### src/rtl/solver_sequencer.sv
// solver_sequencer: per-pixel escape-time controller. Walks the limb-serial
// z-series datapath through an optional abs pass (burning ship) and the
// iterate pass, waits out pipeline flushes, compares against the iteration
// limit and hands the result back over a valid/ready handshake.
//
// Ports:
//   clock, reset                 rising-edge clock, synchronous active-high reset
//   cfg_wr_en, cfg_num_limbs,
//   cfg_iter_lim, cfg_mode       configuration, latched in IDLE only
//   c_wr_en -> cre/cim_wr_en     c load strobe, passed through only in IDLE
//   start, abort                 begin / cancel a solve
//   zre_sign, zim_sign, diverged datapath status, sampled in CHECK
//   op_abs, limb_ind, zre_ind,
//   zim_ind, flip, first_partial,
//   top_limb, zre_neg, zim_neg,
//   z_wr_en                      datapath sequencing controls
//   busy                         solve in progress
//   res_valid, res_ready,
//   res_count, res_escaped       result handshake
module solver_sequencer #(
  parameter int unsigned LIMB_INDEX_BITS = 6,
  parameter int unsigned ITER_BITS       = 16,
  parameter int unsigned FLUSH_WAIT      = 4
) (
  input  logic                       clock,
  input  logic                       reset,
  input  logic                       cfg_wr_en,
  input  logic [LIMB_INDEX_BITS-1:0] cfg_num_limbs,
  input  logic [ITER_BITS-1:0]       cfg_iter_lim,
  input  logic                       cfg_mode,
  input  logic                       c_wr_en,
  input  logic                       start,
  input  logic                       abort,
  input  logic                       zre_sign,
  input  logic                       zim_sign,
  input  logic                       diverged,
  output logic                       cre_wr_en,
  output logic                       cim_wr_en,
  output logic                       op_abs,
  output logic [LIMB_INDEX_BITS-1:0] limb_ind,
  output logic [LIMB_INDEX_BITS-1:0] zre_ind,
  output logic [LIMB_INDEX_BITS-1:0] zim_ind,
  output logic                       flip,
  output logic                       first_partial,
  output logic                       top_limb,
  output logic                       zre_neg,
  output logic                       zim_neg,
  output logic                       z_wr_en,
  output logic                       busy,
  output logic                       res_valid,
  input  logic                       res_ready,
  output logic [ITER_BITS-1:0]       res_count,
  output logic                       res_escaped
);

  localparam int unsigned FLUSH_BITS = (FLUSH_WAIT < 1) ? 1 : $clog2(FLUSH_WAIT + 1);

  typedef enum logic [2:0] {
    S_IDLE, S_ABS, S_ABS_FLUSH, S_ITER, S_ITER_FLUSH, S_CHECK, S_DONE
  } state_t;

  state_t                     state;
  logic [LIMB_INDEX_BITS-1:0] n_q;
  logic [ITER_BITS-1:0]       lim_q;
  logic                       mode_q;
  logic [LIMB_INDEX_BITS-1:0] limb_q;
  logic [LIMB_INDEX_BITS-1:0] part_q;
  logic                       flip_q;
  logic [FLUSH_BITS-1:0]      flush_q;
  logic [ITER_BITS-1:0]       count_q;

  logic [LIMB_INDEX_BITS-1:0] n_top;
  logic [LIMB_INDEX_BITS-1:0] half_l;
  logic [LIMB_INDEX_BITS-1:0] diff_l;
  logic                       last_part;
  logic                       flush_end;

  assign n_top     = n_q - LIMB_INDEX_BITS'(1);
  assign half_l    = limb_q >> 1;
  assign diff_l    = limb_q - part_q;
  assign last_part = (part_q == half_l);
  assign flush_end = (flush_q == FLUSH_BITS'(FLUSH_WAIT));

  // Output decode from registered state and counters.
  always_comb begin
    op_abs        = 1'b0;
    zre_ind       = '0;
    zim_ind       = '0;
    flip          = 1'b0;
    first_partial = 1'b0;
    z_wr_en       = 1'b0;
    limb_ind      = limb_q;
    top_limb      = (limb_q == n_top);
    busy          = (state != S_IDLE);
    res_valid     = (state == S_DONE);
    cre_wr_en     = c_wr_en & (state == S_IDLE);
    cim_wr_en     = c_wr_en & (state == S_IDLE);
    case (state)
      S_ABS: begin
        op_abs  = 1'b1;
        z_wr_en = 1'b1;
        zre_ind = limb_q;
        zim_ind = limb_q;
      end
      S_ITER: begin
        flip          = flip_q;
        first_partial = (part_q == '0);
        // flip swaps which operand takes the high-side limb of the partial pair
        zre_ind       = flip_q ? part_q : diff_l;
        zim_ind       = flip_q ? diff_l : part_q;
        z_wr_en       = flip_q & last_part;
      end
      default: ;
    endcase
  end

  // Sequencer state, counters, latched config and result.
  always_ff @(posedge clock) begin
    if (reset) begin
      state       <= S_IDLE;
      n_q         <= LIMB_INDEX_BITS'(1);
      lim_q       <= '0;
      mode_q      <= 1'b0;
      limb_q      <= '0;
      part_q      <= '0;
      flip_q      <= 1'b0;
      flush_q     <= '0;
      count_q     <= '0;
      zre_neg     <= 1'b0;
      zim_neg     <= 1'b0;
      res_count   <= '0;
      res_escaped <= 1'b0;
    end else if (abort && (state != S_IDLE)) begin
      state   <= S_IDLE;
      part_q  <= '0;
      flip_q  <= 1'b0;
      flush_q <= '0;
    end else begin
      case (state)
        S_IDLE: begin
          if (cfg_wr_en) begin
            n_q    <= cfg_num_limbs;
            lim_q  <= cfg_iter_lim;
            mode_q <= cfg_mode;
          end else if (start && (n_q != '0)) begin
            count_q <= '0;
            zre_neg <= 1'b0;
            zim_neg <= 1'b0;
            limb_q  <= n_top;
            part_q  <= '0;
            flip_q  <= 1'b0;
            state   <= mode_q ? S_ABS : S_ITER;
          end
        end
        S_ABS: begin
          if (limb_q == '0) begin
            limb_q <= n_top;
            state  <= S_ABS_FLUSH;
          end else begin
            limb_q <= limb_q - LIMB_INDEX_BITS'(1);
          end
        end
        S_ABS_FLUSH: begin
          if (flush_end) begin
            flush_q <= '0;
            state   <= S_ITER;
          end else begin
            flush_q <= flush_q + FLUSH_BITS'(1);
          end
        end
        S_ITER: begin
          if (!flip_q) begin
            flip_q <= 1'b1;
          end else begin
            flip_q <= 1'b0;
            if (last_part) begin
              part_q <= '0;
              if (limb_q == '0) state <= S_ITER_FLUSH;
              else              limb_q <= limb_q - LIMB_INDEX_BITS'(1);
            end else begin
              part_q <= part_q + LIMB_INDEX_BITS'(1);
            end
          end
        end
        S_ITER_FLUSH: begin
          if (flush_end) begin
            flush_q <= '0;
            state   <= S_CHECK;
          end else begin
            flush_q <= flush_q + FLUSH_BITS'(1);
          end
        end
        S_CHECK: begin
          zre_neg <= zre_sign;
          zim_neg <= zim_sign;
          if (diverged) begin
            res_count   <= count_q;
            res_escaped <= 1'b1;
            state       <= S_DONE;
          end else if (count_q == lim_q) begin
            res_count   <= lim_q;
            res_escaped <= 1'b0;
            state       <= S_DONE;
          end else begin
            count_q <= count_q + ITER_BITS'(1);
            limb_q  <= n_top;
            state   <= mode_q ? S_ABS : S_ITER;
          end
        end
        S_DONE: begin
          if (res_ready) state <= S_IDLE;
        end
        default: state <= S_IDLE;
      endcase
    end
  end

endmodule

### config.mk
export PLATFORM = sky130hd
export DESIGN_NAME = solver_sequencer
export DESIGN_NICKNAME = d
export VERILOG_FILES = /design/src/rtl/solver_sequencer.sv
export SDC_FILE = /design/constraint.sdc
export NUM_CORES = 1
export LEC_CHECK = 0
export ABC_AREA = 1
export CORE_MARGIN = 1
export CORE_UTILIZATION = 30
export CTS_CLUSTER_DIAMETER = 80
export DETAILED_ROUTE_END_ITERATION = 16
export MAX_ROUTING_LAYER = met4
export PLACE_DENSITY = 0.48
export SLEW_MARGIN = 20
export SYNTH_ARGS = -nofsm -noshare
export SYNTH_HDL_FRONTEND = slang
export SYNTH_SLANG_ARGS = --single-unit
### constraint.sdc
create_clock -name clock -period 2.67 [get_ports clock]
set_clock_uncertainty 0.1 [all_clocks]
set_input_delay 0.534 -clock clock [delete_from_list [all_inputs] [get_ports clock]]
set_output_delay 0.534 -clock clock [all_outputs]
set_load 0.02 [all_outputs]
After elaboration in Yosys (flattened, before gate mapping):

Cells that the tools add are included.

* flip-flop bits (word level): 77

* add/sub/neg operators: 6
* equal/unequal tests: 22
* multiplexer cells: 51
* bitwise logic cells: 3
* reduce and logical (&&, ||, !) cells: 21

Operator list (count)
* $mux W16: 6
* $mux W6: 14
* $mux W3: 12
* $pmux W6 S2: 3
* $pmux W16 S2: 1
* $pmux W6 S4: 1
* $pmux W3 S7: 1
* $ne A2 B2 Y1 const B: 10
* $reduce_and A9 Y1: 2
* $add A16 B1 Y16 const B: 1
* $eq A16 B16 Y1: 1
* $eq A3 B3 Y1 const B: 4
* $logic_not A6 Y1: 2
* $sub A6 B1 Y6 const B: 2
* $reduce_and A3 Y1: 3
* $mux W1: 8
* $pmux W1 S2: 4
* $reduce_and A4 Y1: 2
* $add A6 B1 Y6 const B: 1
* $eq A3 B2 Y1 const B: 2
* $eq A6 B5 Y1: 1
* $eq A6 B6 Y1: 1
* $reduce_and A6 Y1: 1
* $reduce_bool A2 Y1: 3
* other kinds (13): 17

Depth between registers and ports, before layout:

* word-level depth: 5
* gate-level depth with buffers: 14

Least setup slack after synthesis:

Ideal clock, no wire load.

* path type: reg-to-output
* start point: register limb_q[0] (netlist: limb_ind[0])
* end point: output zim_ind[4]
* data arrival time: 1.894 ns
* required time: 2.036 ns
* slack: 0.142 ns
* cell stages (with the launch flop): 9
* buffers on the path: 0
* path through: dfxtp_1 inv_1 ha_1 inv_1 fa_1 a21oi_1 o21ai_0 xnor2_1 o221ai_1

* longest elaborated chain between the ends: 3

RTL lines
* start: declaration: line 66 `logic [LIMB_INDEX_BITS-1:0] limb_q;`
* start signal: assignment: line 149 `limb_q <= n_top;`
* start signal: assignment: line 157 `limb_q <= n_top;`
* start signal: assignment: line 160 `limb_q <= limb_q - LIMB_INDEX_BITS'(1);`
* $sub A6 B6 Y6: line 80 `assign diff_l = limb_q - part_q;`
* $mux W6: line 110 `zim_ind = flip_q ? diff_l : part_q;`
* $pmux W6 S2: line 98 `case (state)`
* end: declaration: line 42 `output logic [LIMB_INDEX_BITS-1:0] zim_ind,`

No other way between the ends.

Worst setup path after layout:

* start point: register limb_q[0] (netlist: limb_ind[0])
* end point: output zre_ind[4]

* longest elaborated chain between the ends: 3

RTL lines
* $sub A6 B6 Y6: line 80
* $mux W6: line 109 `zre_ind = flip_q ? part_q : diff_l;`
* $pmux W6 S2: line 98
* end: declaration: line 41 `output logic [LIMB_INDEX_BITS-1:0] zre_ind,`

No other way between the ends.

==> flow_summary.ini <==
[outcome]
status = finished clean

[die]
die_w_um = 132
start_util_pct = 30.7
num_io_pins = 79
die-area_um2 = 17500
die_y_um = 132
core-area_um2 = 16600
rows = 47

[synthesis]
seq_area_frac_synth_pct = 30.3
ys_warn_count = 0
async_flop_share_pct = 0
synth-edff-count = 0
synth_cell_types = 38
synth_top_flop_cell = dfxtp_1
ys_seq_elements = 77
synth_area_um2 = 5090
synth_cells = 797
syn-num-nets = 845
synth_area_per_cell_um2 = 6.38

[timing]
worst_slack_ns = 0.0228
period_share_pct = 99.1
rsz0062_at_grt = yes
setup-violations-final = 0
max_slew_margin_pct = 66.3
max_freq_ghz = 0.378
period_needed_ns = 2.65
report.final.slew_viol_count = 0
tightest_slew_ns = 0.504
hold_viol = 0

[placement]
gp_congestion = 0.826
hpwl_mm = 11.8
post-place-ws_ns = -0.102
placed_cell_area_um2 = 6220
port_buffers = 78

[worst_setup_path]
critPathCaptureType = output pin
cp-start-kind = flip-flop
cp.arrival_ns = 2.01
crit_path_max_fanout = 2
criticalPathCategory = reg2out
crit_required_ns = 2.04

[drt]
routed_wl_mm = 15.7
viasPerCell = 4.72
first_iter_violations = 252
routedWlPerCell_um = 14.1
drc_errors = 0
dr.pass1.iters = 5
ant_nets = 0
vias = 5255

[global_routing]
grt_max_degree = 45
antenna_found_initial = 0
globalRouteOverflowTotal = 0
groute.usage.overall_pct = 19.3
grt_pass1_vias = 5075
grt_pass1_wl_mm = 26.0

[clock_tree]
cts_buffers = 9
cts_root_buffer = clkbuf_16
clk_pin_slew_ns = 0.06
cts_buffer_depth = 2
h-tree-depth = 3
cts_tree = done
insertion_delay_ns = 0.35
clock_sinks = 77

[pwr]
leakage_nw = 2.67
peakVddDrop_mv = 0.316
power.density_nw_per_um2 = 746

[final_layout]
final_cell_mix = nand2_1, nor2_1, dfxtp_1
area_growth_pct = 28.3
diodes = 0
layout-drive-gt1-share_pct = 15.4
fin_nets = 937
fin_area_um2 = 6530
layout_commonest_cell = nand2_1

[run]
drv_cap = 0

[worst_hold_path]
hold_class = reg2reg
-- kinds of logic after synthesis --
logic type | after synthesis | share of synthesized area, %
compound gates | 124 | 13.1
xor+xnor | 20 | 3.44
fa+ha+maj | 15 | 3.84
buf+inv | 123 | 10.4
flops | 77 | 30.3
simple gates | 438 | 38.9
-- metal layers --
metal | share of wire, % | global-route usage (%) | routed length [µm] | vias up
met5 | 0 | - | 0 | -
met3 | 4.7 | 3.46 | 745 | 16
li1 | - | - | - | 2763
met1 | 46 | 23.7 | 7280 | 2347
met2 | 47 | 32.7 | 7450 | 129
met4 | 1.3 | 4.85 | 207 | 0
-- critical path: stages (launching register included) --
cell and delay (ns):
dfxtp_2 0.32, inv_2 0.07, ha_4 0.13, inv_2 0.04
fa_2 0.36, a21oi_2 0.17, o21ai_2 0.07, xnor2_1 0.19
o221ai_1 0.15, buf_4 0.18
-- through the flow --
stage	TNS [ns]	hold slack (ns)	total power, mW	util [%]	std cells
2_1_floorplan	0	0.345	2.87	-	797
3_3_place_gp	-0.344	0.351	3.59	37.5	1097
3_5_place_dp	-0.461	0.352	3.57	37.5	1097
4_1_cts	-0.0945	0.361	4.83	39.1	1113
5_1_grt	-0.141	0.378	5.26	39.4	1114
6_report	0	0.356	4.87	39.4	1114
-- synthesized netlist by cell type (8+ instances only) --
cell | instances | area [µm²]
o221ai_1 | 8 | 70.1
nor2_2 | 24 | 150
ha_1 | 14 | 175
dfxtp_1 | 77 | 1540
o21ai_0 | 36 | 180
xor2_1 | 18 | 158
clkbuf_1 | 16 | 60.1
nor2_1 | 105 | 394
nand2_1 | 204 | 766
inv_1 | 70 | 263
inv_2 | 18 | 67.6
nand4_1 | 20 | 125
nand3_1 | 55 | 275
a21oi_1 | 73 | 365
-- layout make-up --
class | count | area, µm²
clock buffers | 12 | 246
clock inverters | 4 | 47.5
fillers | 1824 | 10100
inverters | 90 | 342
multi-input cells | 597 | 3070
flip-flops and latches | 77 | 1550
well taps | 220 | 275
repair buffers | 114 | 1010
-- worst paths after layout --
path         slack, ns  cells after the start        start          end
max reg2reg       0.44                     11   count_q[6]  limb_ind[3]
min               0.36                      2      zim_neg      zim_neg
max               0.02                      9  limb_ind[0]   zre_ind[4]
min reg2reg       0.36                      2      zim_neg      zim_neg
-- what timing repair did --
item                                    4_1_cts  5_1_grt
gates resized for setup                      37       31
endpoints found under the setup margin       15       10
setup buffers                                 0        1
hold buffers                                  0        0
pin swaps                                     1        7
-- sequential cells by signal, summed over array words and instances (netlist names) --
register / cells
count_q: 16
lim_q: 16
res_count: 16
limb_ind: 6
n_q: 6
part_q: 6
flush_q: 3
state: 3
flip_q: 1
mode_q: 1
res_escaped: 1
zim_neg: 1
zre_neg: 1
-- power by group --
part,internal (mW),switching [mW],leakage (nW)
Sequential,1.31,0.0947,0.629
Combinational,0.844,1.35,1.90
Clock,0.748,0.523,0.143
(Power assumes the default switching activity.)
